$ cat src/rtl/jtframe_db15_tx.sv
// DB15 joystick adapter emulation: parallel-load two joystick words, shift out active-low MSB first.
// Latency: JOY_DATA settles on the 4th clk_sys edge after a JOY_CLK/JOY_LOAD pin edge (2-FF sync + edge + output reg).
// Backpressure: none; the reader paces the link and must hold each JOY_CLK phase for at least 4 clk_sys cycles.
module jtframe_db15_tx #(
    parameter int BITS    = 12,
    parameter int TIMEOUT = 4096
) (
    input  logic            clk_sys,
    input  logic            rst_n,
    input  logic [BITS-1:0] joystick1,
    input  logic [BITS-1:0] joystick2,
    input  logic            JOY_CLK,
    input  logic            JOY_LOAD,
    output logic            JOY_DATA,
    output logic            frame_done,
    output logic            overrun,
    output logic            link_idle
);

    localparam int FRAME = 2 * BITS;
    localparam int CW    = $clog2(FRAME + 1);
    localparam int IW    = $clog2(TIMEOUT + 1);

    typedef enum logic [1:0] {IDLE, LOADED, SHIFT, DONE} state_t;

    logic             clk_s1, clk_s2, clk_h;
    logic             load_s1, load_s2, load_h;
    logic             clk_rise, load_rise, load_fall;
    state_t           state;
    logic [FRAME-1:0] sreg;
    logic [CW-1:0]    cnt;
    logic             done_stb;
    logic [IW-1:0]    idle_cnt;

    // Load history resets high so a pin held high out of reset is not seen as an edge.
    always_ff @(posedge clk_sys or negedge rst_n) begin
        if (!rst_n) begin
            clk_s1  <= 1'b0;
            clk_s2  <= 1'b0;
            clk_h   <= 1'b0;
            load_s1 <= 1'b1;
            load_s2 <= 1'b1;
            load_h  <= 1'b1;
        end else begin
            clk_s1  <= JOY_CLK;
            clk_s2  <= clk_s1;
            clk_h   <= clk_s2;
            load_s1 <= JOY_LOAD;
            load_s2 <= load_s1;
            load_h  <= load_s2;
        end
    end

    assign clk_rise  = clk_s2 & ~clk_h;
    assign load_rise = load_s2 & ~load_h;
    assign load_fall = ~load_s2 & load_h;

    always_ff @(posedge clk_sys or negedge rst_n) begin
        if (!rst_n) begin
            state      <= IDLE;
            sreg       <= '1;
            cnt        <= '0;
            done_stb   <= 1'b0;
            overrun    <= 1'b0;
            JOY_DATA   <= 1'b1;
            frame_done <= 1'b0;
        end else begin
            JOY_DATA   <= sreg[FRAME-1];
            frame_done <= done_stb;
            done_stb   <= 1'b0;
            // Load is level-sensitive and overrides any clock edge in the same cycle.
            if (!load_s2) begin
                state   <= LOADED;
                sreg    <= {~joystick1, ~joystick2};
                cnt     <= '0;
                overrun <= 1'b0;
            end else begin
                case (state)
                    IDLE: begin
                        if (clk_rise) sreg <= {sreg[FRAME-2:0], 1'b1};
                    end
                    LOADED: begin
                        if (load_rise) begin
                            state <= SHIFT;
                            cnt   <= '0;
                        end
                    end
                    SHIFT: begin
                        if (clk_rise) begin
                            sreg <= {sreg[FRAME-2:0], 1'b1};
                            cnt  <= cnt + CW'(1);
                            if (cnt == CW'(FRAME - 1)) begin
                                done_stb <= 1'b1;
                                state    <= DONE;
                            end
                        end
                    end
                    DONE: begin
                        if (clk_rise) begin
                            sreg    <= {sreg[FRAME-2:0], 1'b1};
                            overrun <= 1'b1;
                        end
                    end
                    default: state <= IDLE;
                endcase
            end
        end
    end

    always_ff @(posedge clk_sys or negedge rst_n) begin
        if (!rst_n) begin
            idle_cnt  <= IW'(TIMEOUT);
            link_idle <= 1'b1;
        end else begin
            if (load_fall)
                idle_cnt <= '0;
            else if (idle_cnt != IW'(TIMEOUT))
                idle_cnt <= idle_cnt + IW'(1);
            link_idle <= (idle_cnt == IW'(TIMEOUT));
        end
    end

endmodule

$ cat config.mk
export PLATFORM = sky130hd
export DESIGN_NAME = jtframe_db15_tx
export DESIGN_NICKNAME = d
export VERILOG_FILES = /design/src/rtl/jtframe_db15_tx.sv
export SDC_FILE = /design/constraint.sdc
export NUM_CORES = 1
export LEC_CHECK = 0
export CAP_MARGIN = 30
export CORE_MARGIN = 5
export CORE_UTILIZATION = 52
export CTS_BUF_LIST = sky130_fd_sc_hd__clkbuf_4
export DETAILED_ROUTE_END_ITERATION = 12
export HOLD_SLACK_MARGIN = 0.12
export PLACE_DENSITY = 0.78
export SLEW_MARGIN = 0
export SYNTH_ARGS = -nofsm -noshare
export SYNTH_HDL_FRONTEND = slang
export SYNTH_SLANG_ARGS = --single-unit
$ cat constraint.sdc
create_clock -name clk_sys -period 1.5 [get_ports clk_sys]
set_input_delay 0.375 -clock clk_sys [delete_from_list [all_inputs] [get_ports clk_sys]]
set_output_delay 0.375 -clock clk_sys [all_outputs]
set_load 0.01 [all_outputs]
=== Yosys cells after proc, flatten, opt, wreduce, memory -nomap -nowiden ===
Index checks and enable logic that the tools add are counted.

* Bits in registers: 55
* Input bits: 28
* Output and inout bits: 4
* Logic and storage cells: 66

* Equal/unequal tests: 13
* Mux-type cells: 21
* Reductions and logical operators: 7
* Bitwise logic cells: 8
* Add/subtract/negate cells: 2

{| class="wikitable"
|+ Operator list
! cell !! number
|-
| $mux 24 || 3
|-
| $mux 13 || 2
|-
| $not 12->12 || 2
|-
| $mux 5 || 3
|-
| $add 13x1->13 const B || 1
|-
| $eq 13x13->1 const B || 1
|-
| $ne 13x13->1 const B || 1
|-
| $pmux 5 s2 || 1
|-
| $ne 3x3->1 const B || 3
|-
| $mux 2 || 4
|-
| $mux 1 || 7
|-
| $add 5x1->5 const B || 1
|-
| $eq 5x5->1 const B || 1
|-
| $eq 2x2->1 const B || 2
|-
| $ne 2x1->1 const B || 2
|-
| $pmux 2 s2 || 1
|-
| $reduce_and 2->1 || 2
|-
| $reduce_and 4->1 || 1
|-
| $and 1x1->1 || 3
|-
| $ne 3x1->1 const B || 1
|-
| $not 1->1 || 3
|-
| $reduce_and 3->1 || 1
|-
| $reduce_or 3->1 || 1
|-
| $eq 2x1->1 const B || 1
|-
| 3 further kinds || 3
|}

=== Logic depth before layout (Yosys ltp) ===
Gate-level depths: netlist of the first run.

* Depth in word-level cells: 5
* Depth in mapped cells: 6
* Depth with buffers taken out: 5

=== Worst setup path after synthesis of the first run ===
Ideal clock, no wire load.

* Kind: register -> register
* Start: reg state[1]
* End: reg cnt[2]
* Data required time: 1.376 ns
* Path buffers: 1
* Clock period less this slack: 1.508 ns
* Stages on the path, launching flop included: 5
* Arrival time: 1.384 ns
* Path slack: -0.008 ns
* Library setup time: 0.124 ns
* Cells stage by stage: dfrtp_1 -> or3b_1 -> buf_6 -> and3_4 -> o31a_1

* Longest elaborated chain between the ends: 3
* Elaborated cells on any way between the ends: 8
* Classes of those cells: 5 x eq/ne; 2 x mux; 1 x reduce/logical

{| class="wikitable"
|+ RTL lines
! what !! RTL line !! text
|-
| from (decl) || 29 || <nowiki>state_t state;</nowiki>
|-
| from (signal assigned) || 60 || <nowiki>state <= IDLE;</nowiki>
|-
| from (signal assigned) || 73 || <nowiki>state <= LOADED;</nowiki>
|-
| from (signal assigned) || 84 || <nowiki>state <= SHIFT;</nowiki>
|-
| $eq 2x2->1 / $eq 2x1->1 (equally long branches) || 78 || <nowiki>case (state)</nowiki>
|-
| $ne 3x1->1 (no line), or another cell as far along || n/a ||
|-
| $reduce_and 3->1 (no line) / $mux 5 (equally long branches) || n/a ||
|-
| to (signal assigned) || 91 || <nowiki>cnt <= cnt + CW'(1);</nowiki>
|-
| to (decl) || 31 || <nowiki>logic [CW-1:0] cnt;</nowiki>
|}

Several ways; a longest one is shown, not always the timed one.
A chain may end at the register's enable or synchronous reset.

=== Worst setup path in the final report of the first run ===
* Start: reg idle_cnt[0]
* End: reg idle_cnt[10]

* Longest elaborated chain between the ends: 3
* Elaborated cells on any way between the ends: 5
* Classes of those cells: 1 x add/sub; 1 x eq/ne; 2 x mux; 1 x reduce/logical

{| class="wikitable"
|+ RTL lines
! what !! RTL line !! text
|-
| from (decl) || 33 || <nowiki>logic [IW-1:0] idle_cnt;</nowiki>
|-
| from (signal assigned) || 112 || <nowiki>idle_cnt <= IW'(TIMEOUT);</nowiki>
|-
| from (signal assigned) || 118 || <nowiki>idle_cnt <= idle_cnt + IW'(1);</nowiki>
|-
| $add 13x1->13 || 118 ||
|-
| $mux 13 || 117 || <nowiki>else if (idle_cnt != IW'(TIMEOUT))</nowiki>
|-
| $mux 13 || 115 || <nowiki>if (load_fall)</nowiki>
|}

Several ways; a longest one is shown, not always the timed one. The select of a mux whose other input is x is not followed.

==> reports/metrics.yaml, run 1 <==
result_of_the_run: "finished, final reports clean"
fp.coreArea_sq_um: 5040
insertion_delay_ns: 0.36
detail_route.iter0.violations: 94
netlist.area_leader.share: 0.296
number_of_rows_created_at_floorplan: 26
antenna_cells_inserted: 0
core_occupancy_in_the_finished_layout: 0.637
timing_worst_slew_pin_value_ns: 0.701
place.detailed.hpwl_mm: 3.57
cts_tree: "yes"
floorplan.initialDensity: 0.528
route.detailed.vias_per_inst: 5.78
synth_top_flop_cell: "dfstp_2"
globalRouteOverflowTotal: 0
internal_power_mw: 2.16
wl_mm: 5.30
pin_count: 32
hold_path_depth: 0
irDropWorstVdd_mv: 0.447
worst_clock_skew_ns: 0.0219
comb_power_share: 0.179
antenna_violating_nets_left: 0
clock_power_share: 0.215
largest_net_degree_at_the_start_of_global_routing: 56
first_pass_grt_wire_length_mm: 8.84
avgSynthCellArea_sq_um: 10.1
clock_sink_count: 55
switching_share: 0.269
power.total_mw: 2.95
drv.max_cap_violation_count: 0
fin_ws_ns: 0.0618
critPathCaptureType: "register"
hp-class: "reg2reg"
synth_cell_types: 39
flow.area_growth_from_synthesis_pct: 20.6
net_count_of_the_mapped_netlist: 296
die_area_sq_um: 6650
nNetsFinal: 330
synth_seq_area_share: 0.531
required_ns: 1.80
hold_path.startpoint: "clk_s1"
ys_seq_elements: 55
rsz0062_at_grt: "yes"
die-height_microns: 81.6
via_count_of_the_first_global_routing_pass: 2019
hold_violations: 0
timing.final.max_slew_violations: 0
asyncSetResetFlopFracSynth: 1.00
cp_data_arrival_time_ns: 1.74
worst-r2r-cell-count: 4
synthesized_netlist_cell_count: 265
detailedRoute.firstPassIterationCount: 4
rr_startpoint: "idle_cnt[0]"
slowest_stage: "or4_1"
cp_num_buf_inv: 0
fillers: 417
groute.usage.overall: 0.166
detail_route.wl_per_cell_microns: 14.3
vias_post_dr: 2137
detailedPlace.worstSlack_ns: -0.00162
period_minus_slack_ns: 1.44
r2r-end: "idle_cnt[10]"
mappedNetlistArea_sq_um: 2660
wl_met2_mm: 2.61
start_kind: "register"
switchingPower_mw: 0.793
routed-wl-met3_microns: 220
hold_ws_ns: 0.363
synth.cells.most_frequent: "30 x dfstp_2, 30 x nand3_1, 29 x o21ai_0, 28 x nor2b_1, 25 x dfrtp_1"
synth-edff-count: 0
final_layout_size_suffix_gt1_frac: 0.217
number_of_antenna_violations_at_the_first_check_in_global_routing: 0
cp_cell_sequence: "ha_4, nand3_2, or4_1, a21oi_1"
hold_end: "clk_s2"
met1Wirelength_mm: 2.40
clkTransAtPathRegs_ns: 0.15
finalCritPeriodShare: 0.959
ys.warnings.count: 0
place.gp.congestion: 0.845
clk_root_buffer_cell: "clkbuf_4"
timing.fmax_mhz: 695
numCtsBuffers: 5
worstPathMaxFanout: 5
total_leakage_power_nw: 1.23
synth.top_cells.by_area: "dfstp_2 30%, dfrtp_1 23%, nor2b_1 6.6%"
yosys.area.top_type: "dfstp_2"
detail_route.drc_violations: 0
final-setup-viol-count: 0
cp_slowest_stage_delay_ns: 0.52
power.share.sequential: 0.605
placed_cells_incl_taps: 360
route.top_layer_used: "met4"
max-slew-margin-rel: 0.532
worst-setup-path-type: "reg2reg"
cts-htree-levels: 2
port-buffer-count: 31
rrSetupSlack_ns: 0.06
die_width_microns: 81.6
clk_path_buf_depth: 2
crit_cells: 4
critical-path-top-delay-family: "simple AND/OR/NAND/NOR gates"
power_density_nw_per_um2: 919
instances_no_fill: 370
worst max path at each step:
stage           startpoint      endpoint  slack (ns)
2_1_floorplan     state[1]        cnt[2]        0.01
3_3_place_gp   idle_cnt[0]  idle_cnt[12]        0.10
3_5_place_dp   idle_cnt[0]   idle_cnt[6]      -0.002
4_1_cts          link_idle     link_idle      0.0005
5_1_grt             load_h   idle_cnt[6]       0.003
6_report       idle_cnt[0]  idle_cnt[10]        0.06
routing by layer:
metal  global-route usage  vias up
met5                    0        -
met4               0.0498        0
met3               0.0351        9
met2                0.277       50
met1                0.218     1045
li1                     -     1033
area by class of cell:
type,count,area [sq um],area share
Sequential cell,55,1420,0.441
Multi-Input combinational cell,186,1160,0.362
Timing Repair Buffer,48,477,0.148
Tap cell,70,87.6,0.0273
Clock buffer,7,52.6,0.0164
Inverter,3,11.3,0.00350
Clock inverter,1,5.00,0.00156
sequential cells by signal, summed over array words and instances, names as in the netlist:
register	flops
JOY_DATA	1
sreg	24
clk_s2	1
state	2
cnt	5
clk_s1	1
link_idle	1
frame_done	1
load_s2	1
clk_h	1
overrun	1
idle_cnt	13
done_stb	1
load_h	1
load_s1	1
power groups by stage:
stage | clock (mW) | combinational, mW | sequential, mW
final | 0.636 | 0.529 | 1.79
after global routing | 0.726 | 0.595 | 1.81
after CTS | 0.665 | 0.526 | 1.77
after detailed placement | 0 | 0.514 | 1.80
after global placement | 0 | 0.505 | 1.79
after floorplan | 0 | 0.313 | 1.77
placed cells by master, fill, tap and decap left out, types with 2 or more instances in the layout:
master / count
o21ai_0: 29
inv_1: 3
dfrtp_1: 23
or3_1: 4
mux2i_1: 5
dfstp_2: 30
clkdlybuf4s50_1: 26
nand3_1: 30
buf_2: 2
nand2b_1: 2
buf_4: 11
clkbuf_4: 7
dlygate4sd2_1: 2
ha_1: 2
or4_1: 4
nand4_1: 4
dfrtp_2: 2
a21oi_1: 13
o31ai_1: 4
o21a_1: 2
a31oi_1: 24
buf_12: 4
nor2_1: 4
nand2_1: 8
nor2b_1: 28
nand3b_1: 4
timing repair:
action                                 4_1_cts  5_1_grt
endpoints found under the hold margin       25        0
resized for setup                            9        7
buffers inserted                             1        0
setup endpoints to repair                    8        9
pin swaps                                    2        3
hold buffers                                 1        0
cell families (layout without fill, tap and decap cells):
group           after synthesis  in the layout  synth area share
compound gates               74             74             0.158
xor+xnor                      2              2           0.00658
fa+ha+maj                     3              3            0.0141
buf+inv                      24             59            0.0399
flops                        55             55             0.531
mux                           5              5            0.0188
simple gates                102            102             0.232
metrics by stage:
step	setup TNS [ns]	instance area (sq um)
final	0	3210
after global routing	0	3210
after CTS	0	3200
after detailed placement	-0.00162	3120
after global placement	0	3120
after floorplan	0	2660
Note: power is estimated with default switching activity, not from simulation.
==> inputs of run 2 (changes only) <==
--- a/config.mk
+++ b/config.mk
@@ -11,7 +11,8 @@
 export CTS_BUF_LIST = sky130_fd_sc_hd__clkbuf_4
 export DETAILED_ROUTE_END_ITERATION = 12
 export HOLD_SLACK_MARGIN = 0.12
-export PLACE_DENSITY = 0.78
+export PLACE_DENSITY = 0.75
+export SKIP_LAST_GASP = 1
 export SLEW_MARGIN = 0
 export SYNTH_ARGS = -nofsm -noshare
 export SYNTH_HDL_FRONTEND = slang
==> constraint.sdc (replaced) <==
create_clock -name clk_sys -period 1.6 [get_ports clk_sys]
set_input_delay 0.4 -clock clk_sys [delete_from_list [all_inputs] [get_ports clk_sys]]
set_output_delay 0.4 -clock clk_sys [all_outputs]
set_load 0.01 [all_outputs]
==> reports/metrics.yaml, run 2 (synthesized netlist as in run 1, its figures left out) <==
cp_slowest_stage_delay_ns: 0.54
timing.fmax_mhz: 656
layout.area.seq_sq_um: 1410
cp_data_arrival_time_ns: 1.12
fp.coreArea_sq_um: 5040
die_area_sq_um: 6650
instances_no_fill: 368
via_count_of_the_first_global_routing_pass: 2066
floorplan.initialDensity: 0.528
start_kind: "register"
place.detailed.hpwl_mm: 3.43
number_of_antenna_violations_at_the_first_check_in_global_routing: 0
clk_root_buffer_cell: "clkbuf_4"
core_occupancy_in_the_finished_layout: 0.626
cp_cell_sequence: "clkdlybuf4s15_1"
largest_net_degree_at_the_start_of_global_routing: 56
timing.final.max_slew_violations: 0
irDropWorstVdd_mv: 0.506
required_ns: 1.20
hold_violations: 0
flow.area_growth_from_synthesis_pct: 18.5
result_of_the_run: "finished, final reports clean"
place.gp.congestion: 0.843
critPathCaptureType: "output port"
slowest_stage: "dfstp_2"
cts_post_setup_buffers_inserted: 0
globalRouteOverflowTotal: 0
cts_tree: "yes"
critical-path-top-delay-family: "flip-flops"
largest_register_ffs: 24
placed_cells_incl_taps: 359
antenna_violating_nets_left: 0
cts-htree-levels: 2
detail_route.iter0.violations: 125
hp-class: "reg2reg"
first_pass_grt_wire_length_mm: 9.31
die_width_microns: 81.6
finalCritPeriodShare: 0.952
groute.usage.overall: 0.179
port-buffer-count: 31
detailedRoute.firstPassIterationCount: 4
final-setup-viol-count: 0
wl_mm: 5.25
largest_registers: "sreg x24, idle_cnt x13, cnt x5"
worst_clock_skew_ns: 0.0133
clkTransAtPathRegs_ns: 0.13
die-height_microns: 81.6
total_leakage_power_nw: 1.20
nNetsFinal: 328
registers.top_by_ff_count: "sreg"
timing_worst_slew_pin_value_ns: 0.754
drv.max_cap_violation_count: 0
final.setup.tns_ns: 0
antenna_cells_inserted: 0
vias_post_dr: 2079
insertion_delay_ns: 0.38
worstPathMaxFanout: 1
detail_route.drc_violations: 0
detail_route.wl_per_cell_microns: 14.3
cp_num_buf_inv: 1
layout_common_cells: "30 x dfstp_2, 30 x nand3_1, 29 x o21ai_0"
multi_input_area_sq_um: 1150
max-slew-margin-rel: 0.497
clock_sink_count: 55
route.detailed.vias_per_inst: 5.65
power_density_nw_per_um2: 872
rsz0062_at_grt: "yes"
hold_ws_ns: 0.364
worst-setup-path-type: "reg2out"
clk_path_buf_depth: 2
number_of_rows_created_at_floorplan: 26
final_layout_size_suffix_gt1_frac: 0.188
period_minus_slack_ns: 1.52
pin_count: 32
fillers: 431
numCtsBuffers: 5
power.total_mw: 2.75
-- run 2: changes by cell type in the layout (fill, tap and decap cells not counted), moves of 2 or more --
cell	previous run	this run
clkinv_1	0	2
dfrtp_1	23	25
buf_12	4	2
clkdlybuf4s15_1	0	2
dfrtp_2	2	0
-- run 2: path summary, 6_finish.rpt --
| kind | slack [ns] | to | from | cells past startpoint |
|---|---|---|---|---|
| setup / recovery | 0.08 | JOY_DATA | JOY_DATA | 1 |
| hold / removal | 0.36 | frame_done | done_stb | 0 |
| setup reg to reg | 0.09 | idle_cnt[8] | idle_cnt[1] | 5 |
| hold reg to reg | 0.36 | frame_done | done_stb | 0 |
| max in group asynchronous | 0.77 | sreg[20] | rst_n | 3 |
| min in group asynchronous | 0.54 | idle_cnt[10] | rst_n | 3 |
-- run 2: stage by stage --
stage          setup WS [ns]  area, sq um
2_1_floorplan         0.0923         2660
3_3_place_gp           0.172         3090
3_5_place_dp          0.0935         3090
4_1_cts               0.0129         3150
5_1_grt              -0.0358         3160
6_report              0.0761         3160
-- run 2: repair_timing --
item                                   in CTS  in global routing
gates cloned                                0                  0
hold buffers                                1                  0
gates resized for setup                     4                  4
endpoints found under the hold margin      25                  0
setup endpoints to repair                   4                  5
-- run 2: layer usage --
metal	track usage	part of all wire
met1	0.221	0.45
met2	0.309	0.49
met3	0.0439	0.046
met4	0.0598	0.017
met5	0	0
-- run 2: area by class of cell --
class / instances / share of cell area
flip-flops and latches: 55 / 0.448
multi-input cells: 186 / 0.364
clock buffers: 6 / 0.0143
inverters: 3 / 0.00357
repair buffers: 46 / 0.140
well taps: 70 / 0.0278
clock inverters: 2 / 0.00238
-- run 2: power breakdown --
| group | leakage, nW | switching [mW] | total [mW] | internal [mW] |
|---|---|---|---|---|
| Sequential | 0.648 | 0.0889 | 1.65 | 1.56 |
| Combinational | 0.520 | 0.259 | 0.503 | 0.244 |
| Clock | 0.0307 | 0.415 | 0.596 | 0.181 |
| Total | 1.20 | 0.762 | 2.75 | 1.99 |
